--- config.mk ---
export PLATFORM = sky130hd
export DESIGN_NAME = matmul_feed_ctrl
export DESIGN_NICKNAME = d
export VERILOG_FILES = /design/src/rtl/matmul_feed_ctrl.sv
export SDC_FILE = /design/constraint.sdc
export NUM_CORES = 1
export LEC_CHECK = 0
export CAP_MARGIN = 10
export CELL_PAD_IN_SITES_DETAIL_PLACEMENT = 0
export CELL_PAD_IN_SITES_GLOBAL_PLACEMENT = 2
export CORE_AREA = 4 4 307 309
export DETAILED_ROUTE_END_ITERATION = 8
export DIE_AREA = 0 0 311 313
export MAX_ROUTING_LAYER = met4
export PLACE_DENSITY_LB_ADDON = 0.2
export SYNTH_ARGS = -nofsm -noshare
export SYNTH_HDL_FRONTEND = slang
export SYNTH_SLANG_ARGS = --single-unit
--- constraint.sdc ---
create_clock -name clk_i -period 7.6 [get_ports clk_i]
set_clock_uncertainty 0.2 [all_clocks]
set_input_delay 1.52 -clock clk_i [delete_from_list [all_inputs] [get_ports clk_i]]
set_output_delay 1.52 -clock clk_i [all_outputs]
set_load 0.1 [all_outputs]
--- src/rtl/matmul_feed_ctrl.sv ---
// Operand feed sequencer for the 4x4 systolic multiply array: skewed bank reads, zero-filled edge data.
// Optional macro MATMUL_CTRL_CYCLE_CNT_EN adds cycle_cnt_o, a 16-bit busy-cycle counter.
module matmul_feed_ctrl #(
    parameter int DATA_WIDTH = 32,
    parameter int ADDR_WIDTH = 32,
    parameter int MAX_DIM    = 4,
    parameter int DIM_W      = 3
) (
    input  logic                            clk_i,
    input  logic                            rst_i,
    input  logic                            start_i,
    input  logic [DIM_W-1:0]                dim_n_i,
    input  logic [DIM_W-1:0]                dim_k_i,
    input  logic [DIM_W-1:0]                dim_m_i,
    output logic [MAX_DIM-1:0]              a_rd_en_o,
    output logic [MAX_DIM*ADDR_WIDTH-1:0]   a_rd_addr_o,
    input  logic [MAX_DIM*DATA_WIDTH-1:0]   a_rd_data_i,
    output logic [MAX_DIM-1:0]              b_rd_en_o,
    output logic [MAX_DIM*ADDR_WIDTH-1:0]   b_rd_addr_o,
    input  logic [MAX_DIM*DATA_WIDTH-1:0]   b_rd_data_i,
    output logic [MAX_DIM*DATA_WIDTH-1:0]   left_o,
    output logic [MAX_DIM*DATA_WIDTH-1:0]   up_o,
    output logic                            clear_o,
    output logic                            busy_o,
    output logic                            done_o,
    output logic                            err_o
`ifdef MATMUL_CTRL_CYCLE_CNT_EN
    ,
    output logic [15:0]                     cycle_cnt_o
`endif
);

    localparam int CNT_W = $clog2(2 * MAX_DIM + 1);

    typedef enum logic [2:0] {IDLE, CLEAR, FEED, DRAIN, DONE} state_t;

    state_t                        state_q, state_d;
    logic [CNT_W-1:0]              cnt_q, cnt_d;
    logic [DIM_W-1:0]              n_q, n_d, k_q, k_d, m_q, m_d;
    logic [MAX_DIM-1:0]            a_en_q, a_en_d, b_en_q, b_en_d;
    logic [MAX_DIM-1:0]            a_dly_q, a_dly_d, b_dly_q, b_dly_d;
    logic [MAX_DIM*ADDR_WIDTH-1:0] a_addr_q, a_addr_d, b_addr_q, b_addr_d;
    logic                          clear_q, clear_d, busy_q, busy_d;
    logic                          done_q, done_d, err_q, err_d;
    logic [CNT_W-1:0]              t_feed, t_drain;
    logic                          dims_ok;

    always_comb begin : next_state
        t_feed  = CNT_W'(k_q) + ((n_q > m_q) ? CNT_W'(n_q) : CNT_W'(m_q)) - CNT_W'(1);
        t_drain = CNT_W'(n_q) + CNT_W'(m_q);
        dims_ok = (dim_n_i != '0) && (dim_n_i <= DIM_W'(MAX_DIM)) &&
                  (dim_k_i != '0) && (dim_k_i <= DIM_W'(MAX_DIM)) &&
                  (dim_m_i != '0) && (dim_m_i <= DIM_W'(MAX_DIM));
        state_d = state_q;
        cnt_d   = cnt_q;
        n_d     = n_q;
        k_d     = k_q;
        m_d     = m_q;
        err_d   = 1'b0;
        unique case (state_q)
            IDLE: begin
                if (start_i) begin
                    if (dims_ok) begin
                        n_d     = dim_n_i;
                        k_d     = dim_k_i;
                        m_d     = dim_m_i;
                        state_d = CLEAR;
                    end else begin
                        err_d = 1'b1;
                    end
                end
            end
            CLEAR: begin
                state_d = FEED;
                cnt_d   = '0;
            end
            FEED: begin
                if (cnt_q == t_feed - CNT_W'(1)) begin
                    state_d = DRAIN;
                    cnt_d   = '0;
                end else begin
                    cnt_d = cnt_q + CNT_W'(1);
                end
            end
            DRAIN: begin
                if (cnt_q == t_drain - CNT_W'(1)) begin
                    state_d = DONE;
                    cnt_d   = '0;
                end else begin
                    cnt_d = cnt_q + CNT_W'(1);
                end
            end
            DONE:    state_d = IDLE;
            default: state_d = IDLE;
        endcase
    end

    // Outputs are decoded from the next state so every control output leaves a flop.
    always_comb begin : next_outputs
        int tt;
        tt       = 0;
        a_en_d   = '0;
        b_en_d   = '0;
        a_addr_d = '0;
        b_addr_d = '0;
        for (int i = 0; i < MAX_DIM; i++) begin
            tt = int'(cnt_d) - i;
            if (state_d == FEED && DIM_W'(i) < n_d && tt >= 0 && tt < int'(k_d)) begin
                a_en_d[i] = 1'b1;
                a_addr_d[i*ADDR_WIDTH +: ADDR_WIDTH] =
                    ADDR_WIDTH'(i) * ADDR_WIDTH'(MAX_DIM) + ADDR_WIDTH'(tt);
            end
            if (state_d == FEED && DIM_W'(i) < m_d && tt >= 0 && tt < int'(k_d)) begin
                b_en_d[i] = 1'b1;
                b_addr_d[i*ADDR_WIDTH +: ADDR_WIDTH] =
                    ADDR_WIDTH'(tt) * ADDR_WIDTH'(MAX_DIM) + ADDR_WIDTH'(i);
            end
        end
        a_dly_d = a_en_q;
        b_dly_d = b_en_q;
        clear_d = (state_d == CLEAR);
        busy_d  = (state_d == CLEAR) || (state_d == FEED) || (state_d == DRAIN);
        done_d  = (state_d == DONE);
    end

    always_ff @(posedge clk_i) begin
        if (rst_i) begin
            state_q  <= IDLE;
            cnt_q    <= '0;
            n_q      <= '0;
            k_q      <= '0;
            m_q      <= '0;
            a_en_q   <= '0;
            b_en_q   <= '0;
            a_dly_q  <= '0;
            b_dly_q  <= '0;
            a_addr_q <= '0;
            b_addr_q <= '0;
            clear_q  <= 1'b0;
            busy_q   <= 1'b0;
            done_q   <= 1'b0;
            err_q    <= 1'b0;
        end else begin
            state_q  <= state_d;
            cnt_q    <= cnt_d;
            n_q      <= n_d;
            k_q      <= k_d;
            m_q      <= m_d;
            a_en_q   <= a_en_d;
            b_en_q   <= b_en_d;
            a_dly_q  <= a_dly_d;
            b_dly_q  <= b_dly_d;
            a_addr_q <= a_addr_d;
            b_addr_q <= b_addr_d;
            clear_q  <= clear_d;
            busy_q   <= busy_d;
            done_q   <= done_d;
            err_q    <= err_d;
        end
    end

    // Bank data returns one cycle after the enable; the delayed enable zero-fills everything else.
    always_comb begin : edge_data
        left_o = '0;
        up_o   = '0;
        for (int i = 0; i < MAX_DIM; i++) begin
            if (a_dly_q[i]) left_o[i*DATA_WIDTH +: DATA_WIDTH] = a_rd_data_i[i*DATA_WIDTH +: DATA_WIDTH];
            if (b_dly_q[i]) up_o[i*DATA_WIDTH +: DATA_WIDTH]   = b_rd_data_i[i*DATA_WIDTH +: DATA_WIDTH];
        end
    end

    assign a_rd_en_o   = a_en_q;
    assign b_rd_en_o   = b_en_q;
    assign a_rd_addr_o = a_addr_q;
    assign b_rd_addr_o = b_addr_q;
    assign clear_o     = clear_q;
    assign busy_o      = busy_q;
    assign done_o      = done_q;
    assign err_o       = err_q;

`ifdef MATMUL_CTRL_CYCLE_CNT_EN
    logic [15:0] cycle_cnt_q, cycle_cnt_d;

    always_comb begin
        cycle_cnt_d = cycle_cnt_q;
        if (state_d == CLEAR) cycle_cnt_d = '0;
        else if (busy_q)      cycle_cnt_d = cycle_cnt_q + 16'd1;
    end

    always_ff @(posedge clk_i) begin
        if (rst_i) cycle_cnt_q <= '0;
        else       cycle_cnt_q <= cycle_cnt_d;
    end

    assign cycle_cnt_o = cycle_cnt_q;
`else
    // No busy-cycle counter in this build.
`endif

endmodule

==> results of run 1 <==
[state kept, by name (all words and copies together), names as in the netlist]
| name | cells |
|---|---|
| m_q | 3 |
| b_rd_en_o | 4 |
| k_q | 3 |
| a_rd_en_o | 4 |
| clear_o | 1 |
| err_o | 1 |
| b_rd_addr_o | 22 |
| b_dly_q | 4 |
| a_dly_q | 4 |
| busy_o | 1 |
| done_o | 1 |
| a_rd_addr_o | 22 |
| cnt_q | 4 |
| n_q | 3 |
| state_q | 3 |
[where the power goes]
part	internal [µW]	switching, µW	total (µW)
Combinational	214	522	736
Sequential	425	15.3	440
Clock	228	245	473
Total	867	782	1650
[routing by layer]
layer,global-route usage (%),wire length [µm],vias to the layer above
li1,-,-,3951
met1,15.3,28300,3905
met2,21.3,31000,339
met3,5.90,5350,15
met4,1.15,492,0
met5,-,0,-
[worst max-delay path, delay by kind of cell, from the launching register on]
| kind | cells | cell delay (ns) |
|---|---|---|
| DFF | 1 | 0.39 |
| buffers and inverters | 5 | 0.43 |
| xor gates and xnor gates | 1 | 0.36 |
| adders and majority gates | 6 | 1.73 |
| and+or+nand+nor | 10 | 1.78 |
| muxes | 1 | 0.22 |
| AOI/OAI and AO/OA | 6 | 1.60 |
[cells by family after synthesis]
logic type	Yosys count	synth area share, %
AOI/OAI and AO/OA	82	8.62
other	1	0.0509
DFF	80	21.8
and+or+nand+nor	424	34.4
xor gates and xnor gates	15	2.18
buffers and inverters	285	25.6
muxes	14	1.90
adders and majority gates	32	5.54
[worst paths after layout]
check | start | endpoint | slack [ns]
setup reg to reg | n_q[1] | b_rd_addr_o[98] | 0.83
setup / recovery | n_q[1] | b_rd_addr_o[98] | 0.83
hold / removal | b_rd_en_o[1] | b_dly_q[1] | 0.27
hold reg to reg | b_rd_en_o[1] | b_dly_q[1] | 0.27
[per-stage QoR]
stage	utilization (%)	power [µW]	hold slack [ns]	std cells
after detailed placement	16.1	1190	0.266	2678
after floorplan	-	1010	0.263	999
after CTS	16.4	1690	0.277	2694
after global placement	16.1	1190	0.267	2678
final	16.5	1650	0.272	2722
after global routing	16.4	1730	0.292	2715
[layout make-up]
class	instances	area share, %
diodes	27	0.449
inverters	28	0.699
flip-flops and latches	80	10.6
well taps	1186	9.86
clock buffers	9	1.50
clock inverters	7	0.407
repair buffers	751	49.0
multi-input cells	634	27.4
[synthesized netlist by cell type, drive strengths merged, types with 3 or more instances]
cell type  number
or3             3
xor2            6
mux2i          14
a211o           5
nor3b           7
o211ai          4
nor4           10
a21oi          12
and2          259
nor4b           4
nand4           5
nor2b          11
nand2          15
nand2b          8
ha             31
xnor2           8
dfxtp          80
a211oi          8
o21ai          15
nand3          12
clkbuf         32
o31ai           5
inv            28
a32oi           3
nor3           33
buf           225
nor2           46
or4             4
==> out/metrics.yaml, run 1 <==
synthCells: 933
grt_usage_pct: 13.0
placed_cell_area_um2: 14700
rsz0062_at_grt: "no"
clk_path_buf_depth: 2
numCtsBuffers: 9
syn_to_final_growth_pct: 104
post_drt_wl_per_cell_um: 23.9
routed_wl_um: 65100
drc: 0
nets: 1804
ys.flop_type: "dfxtp_1"
dp_slack_ns: 0.821
multiInputGateArea_um2: 4120
hold_buffers: 0
drive_above_1_share_pct: 6.36
fp.dieH_um: 313
port_buffers: 733
crit_required_ns: 7.70
ir_worst_vdd_mv: 0.112
initial_core_util_pct: 8.06
max_slew_margin_pct: 22.4
cp-start-kind: "register"
post_cts_buffers: 0
period_minus_slack_ns: 6.77
setup_ws_ns: 0.833
cts_root_buf: "clkbuf_16"
tightest_slew_ns: 1.16
core_um2: 91400
final_cell_mix: "clkdlybuf4s50_1 (693), and2_1 (259), dfxtp_1 (80)"
max_stage_delay_ns: 0.55
die_width_um: 311
hold_path_depth: 1
syn_avg_cell_area_um2: 7.89
yosys_warnings: 0
drv_cap: 0
cp_common_cell: "nor2_1"
drt.antenna.violating_nets: 0
clock-sinks: 80
vias: 8210
synthArstFlopShare_pct: 0
grt_pass1_vias: 8050
tns_ns: 0
cts_tree: "yes"
synth_seq_cells: 80
finalWeightedCongestion: 0.833
num_rows: 111
finalCritPeriodShare_pct: 89.0
hold_violations: 0
io-pin-count: 792
vias_per_cell: 3.02
slew_violations: 0
setup_violations: 0
power_density_nw_per_um2: 110
h-tree-depth: 3
clk_pin_slew_ns: 0.08
fmax_mhz: 148
synth_edf_count: 0
ff2ff_path_depth: 29
hpwl_um: 56900
final_area_um2: 15000
outcome: "completed"
drtIter0Drc: 383
yosys.area.top_type_share_pct: 22.0
regArea_um2: 1600
first_pass_iters: 4
path_class: "reg2reg"
ctsResizeCount: 0
die_area_um2: 97300
p_leak_uw: 0.00550
hold_class: "reg2reg"
fillers: 10300
grt.overflow.total: 0
worst_skew_pair.late_latency_ns: 0.38
synth_area_leader_cell: "and2_1"
end_kind: "register"
grt_pass1_wl_um: 83300
ys_types: 71
arrival_ns: 6.86
syn_area_um2: 7360
antenna_found_initial: 29
grt_max_degree: 33
yosysSeqAreaShare_pct: 21.8
layout_commonest_cell: "clkdlybuf4s50_1"
yosys-top-cells-area: "and2_1 (22%), buf_4 (22%), dfxtp_1 (22%)"
crit_path_top_delay_cell: "or4_4"
cp_max_fo: 11
No activity file was read; power rests on OpenSTA's default activity.
==> run 2: changes to the inputs <==
--- a/config.mk
+++ b/config.mk
@@ -5,7 +5,6 @@
 export SDC_FILE = /design/constraint.sdc
 export NUM_CORES = 1
 export LEC_CHECK = 0
-export CAP_MARGIN = 10
 export CELL_PAD_IN_SITES_DETAIL_PLACEMENT = 0
 export CELL_PAD_IN_SITES_GLOBAL_PLACEMENT = 2
 export CORE_AREA = 4 4 307 309
==> out/metrics.yaml, run 2 (synthesis gave the netlist of run 1 again) <==
cp_common_cell: "nor2_1"
max_slew_margin_pct: 22.0
hold_violations: 0
finalWeightedCongestion: 0.833
grt_usage_pct: 13.0
drive_above_1_share_pct: 6.30
grt.overflow.total: 0
drv_cap: 0
routed_wl_um: 65100
tightest_slew_ns: 1.17
final_cell_mix: "clkdlybuf4s50_1 (693), and2_1 (259), dfxtp_1 (80)"
hpwl_um: 56900
io-pin-count: 792
rsz0062_at_grt: "no"
cp_max_fo: 9
tns_ns: 0
crit_path_top_delay_cell: "or4_4"
grt_max_degree: 33
vias_per_cell: 3.04
grt_pass1_wl_um: 83300
ctsResizeCount: 0
layout_commonest_cell: "clkdlybuf4s50_1"
vias: 8266
min_from: "b_rd_en_o[1]"
worst_skew_pair.late_latency_ns: 0.38
first_pass_iters: 5
slew_violations: 0
hold_buffers: 0
port_buffers: 733
cp-start-kind: "register"
initial_core_util_pct: 8.06
grt_pass1_vias: 8050
power_density_nw_per_um2: 110
drt.antenna.violating_nets: 0
whs_endpoint: "b_dly_q[1]"
fp.dieH_um: 313
die_area_um2: 97300
die_width_um: 311
end_kind: "register"
total_power_uw: 1650
core_um2: 91400
syn_to_final_growth_pct: 104
hold_class: "reg2reg"
ir_worst_vdd_mv: 0.112
fmax_mhz: 148
post_cts_buffers: 0
crit_required_ns: 7.69
hold_path_depth: 1
post_drt_wl_per_cell_um: 24.0
critPathTopFamily: "simple AND/OR/NAND/NOR gates"
drc: 0
clock-sinks: 80
nets: 1803
cts_tree: "yes"
max_stage_delay_ns: 0.55
reg2reg_from: "n_q[1]"
path_class: "reg2reg"
h-tree-depth: 3
setup_violations: 0
clk_path_buf_depth: 2
ff2ff_path_depth: 30
fillers: 10300
outcome: "completed"
arrival_ns: 6.86
critPathBufInv: 5
numCtsBuffers: 9
finalCritPeriodShare_pct: 89.1
drtIter0Drc: 371
cts_root_buf: "clkbuf_16"
p_leak_uw: 0.00549
antenna_found_initial: 29
num_rows: 111
clk_pin_slew_ns: 0.08
r2r-end: "a_rd_addr_o[66]"
period_minus_slack_ns: 6.77
rrSetupSlack_ns: 0.83
[run 2: worst max path at each step]
stage                 from               to  slack [ns]  cells after the start
floorplan           n_q[1]  b_rd_addr_o[69]        1.13                     28
global placement    n_q[1]  a_rd_addr_o[68]        0.82                     30
detailed placement  n_q[1]  b_rd_addr_o[98]        0.82                     29
CTS                 n_q[1]  a_rd_addr_o[66]        0.80                     30
global route        n_q[1]  b_rd_addr_o[98]        0.25                     29
finish              n_q[1]  a_rd_addr_o[66]        0.83                     30
[run 2: routing by layer]
layer  GRT usage, %  vias up  share of wire, %
li1               -     3951                 -
met1           15.3     3935                43
met2           21.3      365                48
met3           5.90       15               8.4
met4           1.15        0              0.62
met5              -        -                 0
[run 2: power by group]
group / internal [µW] / switching [µW]
Combinational: 214 / 521
Sequential: 425 / 15.4
Clock: 228 / 245
Total: 867 / 781
[run 2: area by class of cell]
cell class	instances	area [µm²]	area share [%]
clock inverters	7	61.3	0.408
flip-flops and latches	80	1600	10.7
diodes	23	57.6	0.383
repair buffers	750	7360	49.0
multi-input cells	634	4120	27.5
inverters	28	105	0.700
clock buffers	9	225	1.50
well taps	1186	1480	9.88
[run 2: through the flow]
stage / area (µm²) / worst slack [ns] / std cells / hold WS [ns] / util [%]
after detailed placement: 14700 / 0.821 / 2678 / 0.266 / 16.1
after global routing: 15000 / 0.251 / 2714 / 0.292 / 16.4
final: 15000 / 0.832 / 2717 / 0.271 / 16.4
after CTS: 15000 / 0.799 / 2694 / 0.277 / 16.4
after floorplan: 7610 / 1.13 / 999 / 0.263 / -
after global placement: 14700 / 0.824 / 2678 / 0.267 / 16.1
